<file path="config.mk">
export PLATFORM = sky130hd
export DESIGN_NAME = mem_arbiter
export DESIGN_NICKNAME = d
export VERILOG_FILES = /design/src/rtl/mem_arbiter.sv
export SDC_FILE = /design/constraint.sdc
export NUM_CORES = 1
export LEC_CHECK = 0
export CAP_MARGIN = 10
export CORE_ASPECT_RATIO = 0.5
export CORE_MARGIN = 3
export CORE_UTILIZATION = 29
export DETAILED_ROUTE_END_ITERATION = 12
export GPL_ROUTABILITY_DRIVEN = 0
export GPL_TIMING_DRIVEN = 0
export PLACE_DENSITY = 0.88
export RECOVER_POWER = 50
export SETUP_SLACK_MARGIN = 0.05
export SLEW_MARGIN = 20
export SYNTH_ARGS = -nofsm -noshare
export SYNTH_HDL_FRONTEND = slang
export SYNTH_SLANG_ARGS = --single-unit
export TNS_END_PERCENT = 1
</file>
<file path="constraint.sdc">
create_clock -name clk -period 3 [get_ports clk]
set_input_delay 0.6 -clock clk [delete_from_list [all_inputs] [get_ports clk]]
set_output_delay 0.6 -clock clk [all_outputs]
set_load 0.05 [all_outputs]
</file>
<file path="src/rtl/mem_arbiter.sv">
// mem_arbiter: fetch/data arbiter onto one single-port memory, data-first with a fetch starvation guard
module mem_arbiter #(
   parameter int ADDR_W       = 32,
   parameter int DATA_W       = 32,
   parameter int STARVE_LIMIT = 4
) (
   input  logic              clk,
   input  logic              rst_n,
   input  logic              if_req_i,
   input  logic [ADDR_W-1:0] if_addr_i,
   output logic              if_gnt_o,
   output logic              if_rvalid_o,
   output logic [DATA_W-1:0] if_rdata_o,
   input  logic              d_req_i,
   input  logic              d_we_i,
   input  logic [ADDR_W-1:0] d_addr_i,
   input  logic [DATA_W-1:0] d_wdata_i,
   output logic              d_gnt_o,
   output logic              d_rvalid_o,
   output logic [DATA_W-1:0] d_rdata_o,
   output logic              mem_req_o,
   output logic              mem_we_o,
   output logic [ADDR_W-1:0] mem_addr_o,
   output logic [DATA_W-1:0] mem_wdata_o,
   input  logic [DATA_W-1:0] mem_rdata_i,
   output logic [31:0]       conflict_cnt_o
);
   typedef enum logic [1:0] {OWN_NONE, OWN_IF, OWN_D} owner_e;
   owner_e      owner_q, owner_d;
   logic        we_q, we_d;
   logic [3:0]  starve_q, starve_d;
   logic [31:0] conflict_q, conflict_d;
   logic        if_win;
   always_comb begin
      if_win      = if_req_i && (!d_req_i || starve_q == 4'(STARVE_LIMIT));
      if_gnt_o    = rst_n && if_win;
      d_gnt_o     = rst_n && d_req_i && !if_win;
      mem_req_o   = if_gnt_o || d_gnt_o;
      mem_we_o    = d_gnt_o && d_we_i;
      mem_addr_o  = d_gnt_o ? d_addr_i : if_addr_i;
      mem_wdata_o = d_wdata_i;
      owner_d     = if_gnt_o ? OWN_IF : d_gnt_o ? OWN_D : OWN_NONE;
      we_d        = mem_we_o;
      starve_d    = (!if_req_i || if_gnt_o) ? 4'd0 :
                    starve_q == 4'(STARVE_LIMIT) ? starve_q : starve_q + 4'd1;
      conflict_d  = conflict_q + 32'(if_req_i && d_req_i);
   end
   always_ff @(posedge clk) begin
      if (!rst_n) begin
         owner_q    <= OWN_NONE;
         we_q       <= 1'b0;
         starve_q   <= 4'd0;
         conflict_q <= 32'd0;
      end else begin
         owner_q    <= owner_d;
         we_q       <= we_d;
         starve_q   <= starve_d;
         conflict_q <= conflict_d;
      end
   end
   // Responses are gated by rst_n so a grant issued just before reset never completes.
   assign if_rvalid_o    = rst_n && owner_q == OWN_IF;
   assign d_rvalid_o     = rst_n && owner_q == OWN_D;
   assign if_rdata_o     = if_rvalid_o ? mem_rdata_i : '0;
   assign d_rdata_o      = (d_rvalid_o && !we_q) ? mem_rdata_i : '0;
   assign conflict_cnt_o = conflict_q;
endmodule

</file>
; After elaboration in Yosys (flattened, before gate mapping)
; Cells that the tools add are included.
[classes]
addsub = 2
n_eq_ne = 3
n_mux = 5
bitwise = 1
n_reduce_logical = 18
[ops]
columns = cell, count
row1 = two-way mux 32 bit, 3
row2 = adder 32 x 1 -> 32 bit, 1
row3 = logical AND 1 bit, 9
row4 = "adder 4 x 1 -> 4 bit, second input constant", 1
row5 = "== test 4 x 3 -> 1 bit, second input constant", 1
row6 = zero test 1 bit, 4
row7 = OR reduction 2 bit, 2
row8 = logical OR 1 bit, 3
row9 = "== test 2 x 1 -> 1 bit, second input constant", 1
row10 = "== test 2 bit, second input constant", 1
row11 = two-way mux 2 bit, 1
row12 = two-way mux 1 bit, 1
row13 = NOT 1 bit, 1
[word_totals]
ff_bits = 39
in_bits = 133
word_cells = 34

; Logic depth before layout (Yosys ltp)
[logic_depth]
ltp_word = 7
depth_mapped = 7
ltp_nobuf = 7

; Least setup slack after synthesis
; Ideal clock, no wire load.
[synth_path]
path_kind = input -> output
start = in rst_n
end = out d_rdata_o[10]
arrival_ps = 3193
t_required_ps = 2400
slack_ps = -793
path_stages = 6
n_path_buf = 2
cell_sequence = buf_2 clkinv_1 nor3b_1 nor2b_1 clkbuf_1 and2_1
[synth_between]
elab_chain_cells = 3
[synth_rtl]
columns = item, line_no
row1 = start: declaration, 8  ; input logic rst_n,
row2 = logical AND 1 bit, 63  ; assign d_rvalid_o = rst_n && owner_q == OWN_D;
row3 = via d_rvalid_o, 19  ; output logic d_rvalid_o,
row4 = logical AND 1 bit, 65  ; assign d_rdata_o = (d_rvalid_o && !we_q) ? mem_rdata_i : '0;
row5 = two-way mux 32 bit, 65
row6 = end: declaration, 20  ; output logic [DATA_W-1:0] d_rdata_o,
; The timed path passes the listed nets, and every way through them passes these cells.

; Final worst setup path
[layout_path]
start = in if_req_i
end = reg conflict_q[26] (netlist: conflict_cnt_o[26])
[layout_between]
elab_chain_cells = 2
[layout_rtl]
columns = item, line_no
row1 = start: declaration, 9  ; input logic if_req_i,
row2 = logical AND 1 bit, 46  ; conflict_d = conflict_q + 32'(if_req_i && d_req_i);
row3 = adder 32 x 1 -> 32 bit, 46
row4 = end signal: assignment, 58  ; conflict_q <= conflict_d;
row5 = end: declaration, 32  ; logic [31:0] conflict_q, conflict_d;
; Every way passes these cells.
; A chain may end at the register's enable or synchronous reset.

==> results.py <==
metrics = {
    "hold_path": {
        "min_path_cells": 1,
        "worstHoldPathType": "flip-flop to flip-flop",
    },
    "synthesis": {
        "postSynthAreaPerCell_um2": 8.21,
        "synthArstFlopShare_pct": 0,
        "ys_warn_count": 0,
        "syn-num-nets": 490,
        "ys_seq_area_share_pct": 27.0,
        "ys_types": 36,
        "synth_edf_count": 0,
        "synth_area_um2": 2890,
        "synth_top_flop_cell": "dfxtp_1",
        "synth_seq_cells": 39,
        "synthCells": 352,
    },
    "critical_path": {
        "startpoint_type": "input port",
        "critical_path_class": "input port to flip-flop",
        "reg2reg_depth": 6,
        "crit_path_frequent_cell": "ha_1",
        "cp_slowest_cell": "or4_4",
        "worstPathArrival_ns": 3.14,
        "crit_family": "simple AND/OR/NAND/NOR gates",
        "cp_num_cells": 8,
        "crit_required_ns": 3.21,
        "crit_path_start": "if_req_i",
        "critPathCaptureType": "flip-flop",
        "worstReg2RegEnd": "conflict_cnt_o[26]",
        "max_stage_delay_ns": 0.60,
        "rr_startpoint": "conflict_cnt_o[0]",
        "cp-endpoint": "conflict_cnt_o[26]",
        "critPathBufInv": 1,
        "cp_max_fo": 6,
        "rrSetupSlack_ns": 0.75,
        "path_cells": "clkdlybuf4s50_1, and2_1, ha_1, ha_1, nand2_2, or4_4, or3_2, a21oi_1",
    },
    "placed_design": {
        "postPlaceCellArea_um2": 5720,
        "dp_hpwl_um": 11800,
        "numPlacedInstances": 752,
        "io_buffers": 265,
    },
    "finish": {
        "areaGrowthSynthToFinish_pct": 101,
        "final_cells": 761,
        "regArea_um2": 781,
        "drive_gt1_share_pct": 27.2,
        "multi_input_area_um2": 1810,
        "final_area_um2": 5810,
        "nNetsFinal": 762,
        "fillers": 852,
    },
    "grt": {
        "grt_max_degree": 13,
        "track_usage_pct": 23.4,
        "grt_first_pass_wirelength_um": 20600,
        "grt_pass1_vias": 3589,
        "grt_antenna_before_repair": 1,
        "grt.overflow.total": 0,
    },
    "routing": {
        "firstDrtPassIters": 5,
        "num_vias": 3618,
        "drc": 0,
        "drt_iter0_drc": 177,
        "post_drt_wl_per_cell_um": 18.5,
        "avgViaCountPerCell": 4.75,
        "ant_nets": 0,
        "drt-total-wl_um": 14100,
    },
    "pwr": {
        "p_clk_share_pct": 34.2,
        "p_int_mw": 1.21,
        "sw_frac_of_total_pct": 33.7,
        "ir_drop_mv": 0.220,
        "pwr_density_cell_nw_per_um2": 314,
        "seqPwrFrac_pct": 28.8,
        "combPwrFrac_pct": 36.9,
        "p_total_mw": 1.83,
        "leakagePower_nw": 2.45,
        "p_sw_mw": 0.615,
    },
    "sta": {
        "max_slew_margin_pct": 61.7,
        "tightestPinTransition_ns": 0.570,
        "grt_setup_unrepaired": "true",
        "maxSlewViolCount": 0,
        "setup_tns_ns": 0,
        "hold-worst-slack_ns": 0.479,
        "final_hold_viol_count": 0,
        "fmax_mhz": 341,
        "fin_worst_skew_ns": 0.00710,
        "setup_viol": 0,
        "post-route-period-util_pct": 97.8,
        "min_period_ns": 2.93,
    },
    "floorplan": {
        "die_y_um": 76.6,
        "dieArea_um2": 11300,
        "dieWidth_um": 147,
        "start_util_pct": 30.2,
        "io_pins": 299,
        "rows": 25,
        "core_um2": 9570,
    },
    "cts": {
        "numCtsBuffers": 5,
        "cts_setup_buffers": 0,
        "clockBufferDepth": 2,
        "cts_root_buf": "clkbuf_16",
        "hold_buffers": 0,
        "worstSkewPairLatency_ns": 0.29,
        "cts_htree_levels": 2,
        "cts_tree": "built",
        "cts.clk_slew.worst_paths_ns": 0.06,
        "cts_sinks": 39,
    },
    "outcome": {
        "status": "finished clean",
    },
    "flow_run": {
        "drv_cap": 0,
    },
}
==> synthesized netlist by cell type (5+ instances only) <==
cell type  count  area share (%)
ha_1           5             2.2
or3_1          7             1.5
nor4_1         8             1.7
xnor2_1        7             2.1
nor2_1        16             2.1
nand3_1       11             1.9
nor3_1         5            0.87
mux2_2        32              12
mux2i_1        6             2.1
nand4_1        6             1.3
o31ai_1        5             1.3
dfxtp_1       39              27
nand2b_1       7             1.5
and2_1        69              15
nand2_1       18             2.3
a21oi_1       15             2.6
inv_1          8             1.0
o21ai_0       10             1.7
or4_1          9             2.3
buf_4         32             8.3
clkbuf_1      10             1.3
==> power groups by stage <==
stage	Clock, mW	Combinational, mW	Sequential, mW
finish	0.625	0.674	0.526
global route	0.649	0.700	0.526
global placement	0	0.706	0.537
detailed placement	0	0.712	0.537
CTS	0.623	0.701	0.526
floorplan	0	0.396	0.542
==> cells by family (layout without fill, tap and decap cells) <==
kind of cell,after synthesis,after routing,share of synthesized area [%]
other,0,1,0
DFF,39,39,27.0
adders and majority gates,5,5,2.16
and+or+nand+nor,170,170,34.9
xor gates and xnor gates,10,10,3.03
AOI/OAI and AO/OA,34,34,6.84
muxes,38,38,14.5
buffers and inverters,56,329,11.5
==> how the worst min path moves through the flow <==
| stage | from | end | slack [ns] |
|---|---|---|---|
| after floorplan | starve_q[0] | starve_q[0] | 0.43 |
| after global placement | starve_q[0] | starve_q[0] | 0.44 |
| after detailed placement | starve_q[0] | starve_q[0] | 0.45 |
| after CTS | starve_q[0] | starve_q[0] | 0.47 |
| after global routing | starve_q[0] | starve_q[0] | 0.54 |
| final | starve_q[0] | starve_q[0] | 0.48 |
==> stage by stage <==
stage                     worst slack (ns)  utilization, %
after floorplan                     -0.288               -
after global placement              -0.869            59.8
after detailed placement            -0.898            59.8
after CTS                           -0.121            62.2
after global routing              -0.00926            60.7
final                               0.0652            60.7
==> per-layer routing <==
metal / global-route usage [%] / wire length [µm] / vias up
met5: 0 / 0 / -
li1: - / - / 1731
met1: 26.1 / 5370 / 1705
met3: 4.75 / 854 / 27
met4: 6.32 / 360 / 0
met2: 45.0 / 7460 / 155
==> sequential cells by signal, indices dropped and copies added (netlist names) <==
signal	cells
conflict_cnt_o	32
starve_q	4
owner_q	2
we_q	1
==> repair_timing <==
item                                    CTS  global route
pin swaps                                 0             0
gates cloned                              0             0
endpoints found under the setup margin  102           101
resized for setup                       253            91
==> layout make-up <==
| cell class | instances | share of cell area [%] |
|---|---|---|
| plain buffers | 47 | 5.80 |
| inverters | 9 | 0.625 |
| multi-input cells | 257 | 31.2 |
| well taps | 135 | 2.91 |
| clock inverters | 2 | 0.603 |
| clock buffers | 6 | 2.39 |
| repair buffers | 265 | 43.0 |
| flip-flops and latches | 39 | 13.4 |
| diodes | 1 | 0.0431 |
==> cells in the final DEF, fill, tap and decap left out, types with 2 or more instances in the layout <==
master,netlist,final
a21oi_1,15,15
and2_1,69,69
buf_2,2,29
buf_4,32,35
buf_6,0,3
clkbuf_1,10,6
clkbuf_16,0,5
clkbuf_2,0,9
clkdlybuf4s15_1,0,8
clkdlybuf4s15_2,0,31
clkdlybuf4s18_2,0,3
clkdlybuf4s50_1,0,104
dfxtp_1,39,39
dlygate4sd2_1,0,20
dlygate4sd3_1,0,63
ha_1,5,5
inv_1,8,7
mux2_2,32,32
mux2i_1,6,6
nand2_1,18,17
nand2b_1,7,7
nand3_1,11,11
nand3b_1,2,2
nand4_1,6,6
nor2_1,16,15
nor3_1,5,5
nor4_1,8,8
o211a_1,2,2
o21ai_0,10,10
o31ai_1,5,5
or2_2,2,2
or3_1,7,7
or3_2,3,3
or4_1,9,7
or4_4,2,4
xnor2_1,7,7
xor2_1,3,3
Power figures use the tool's default switching activity.
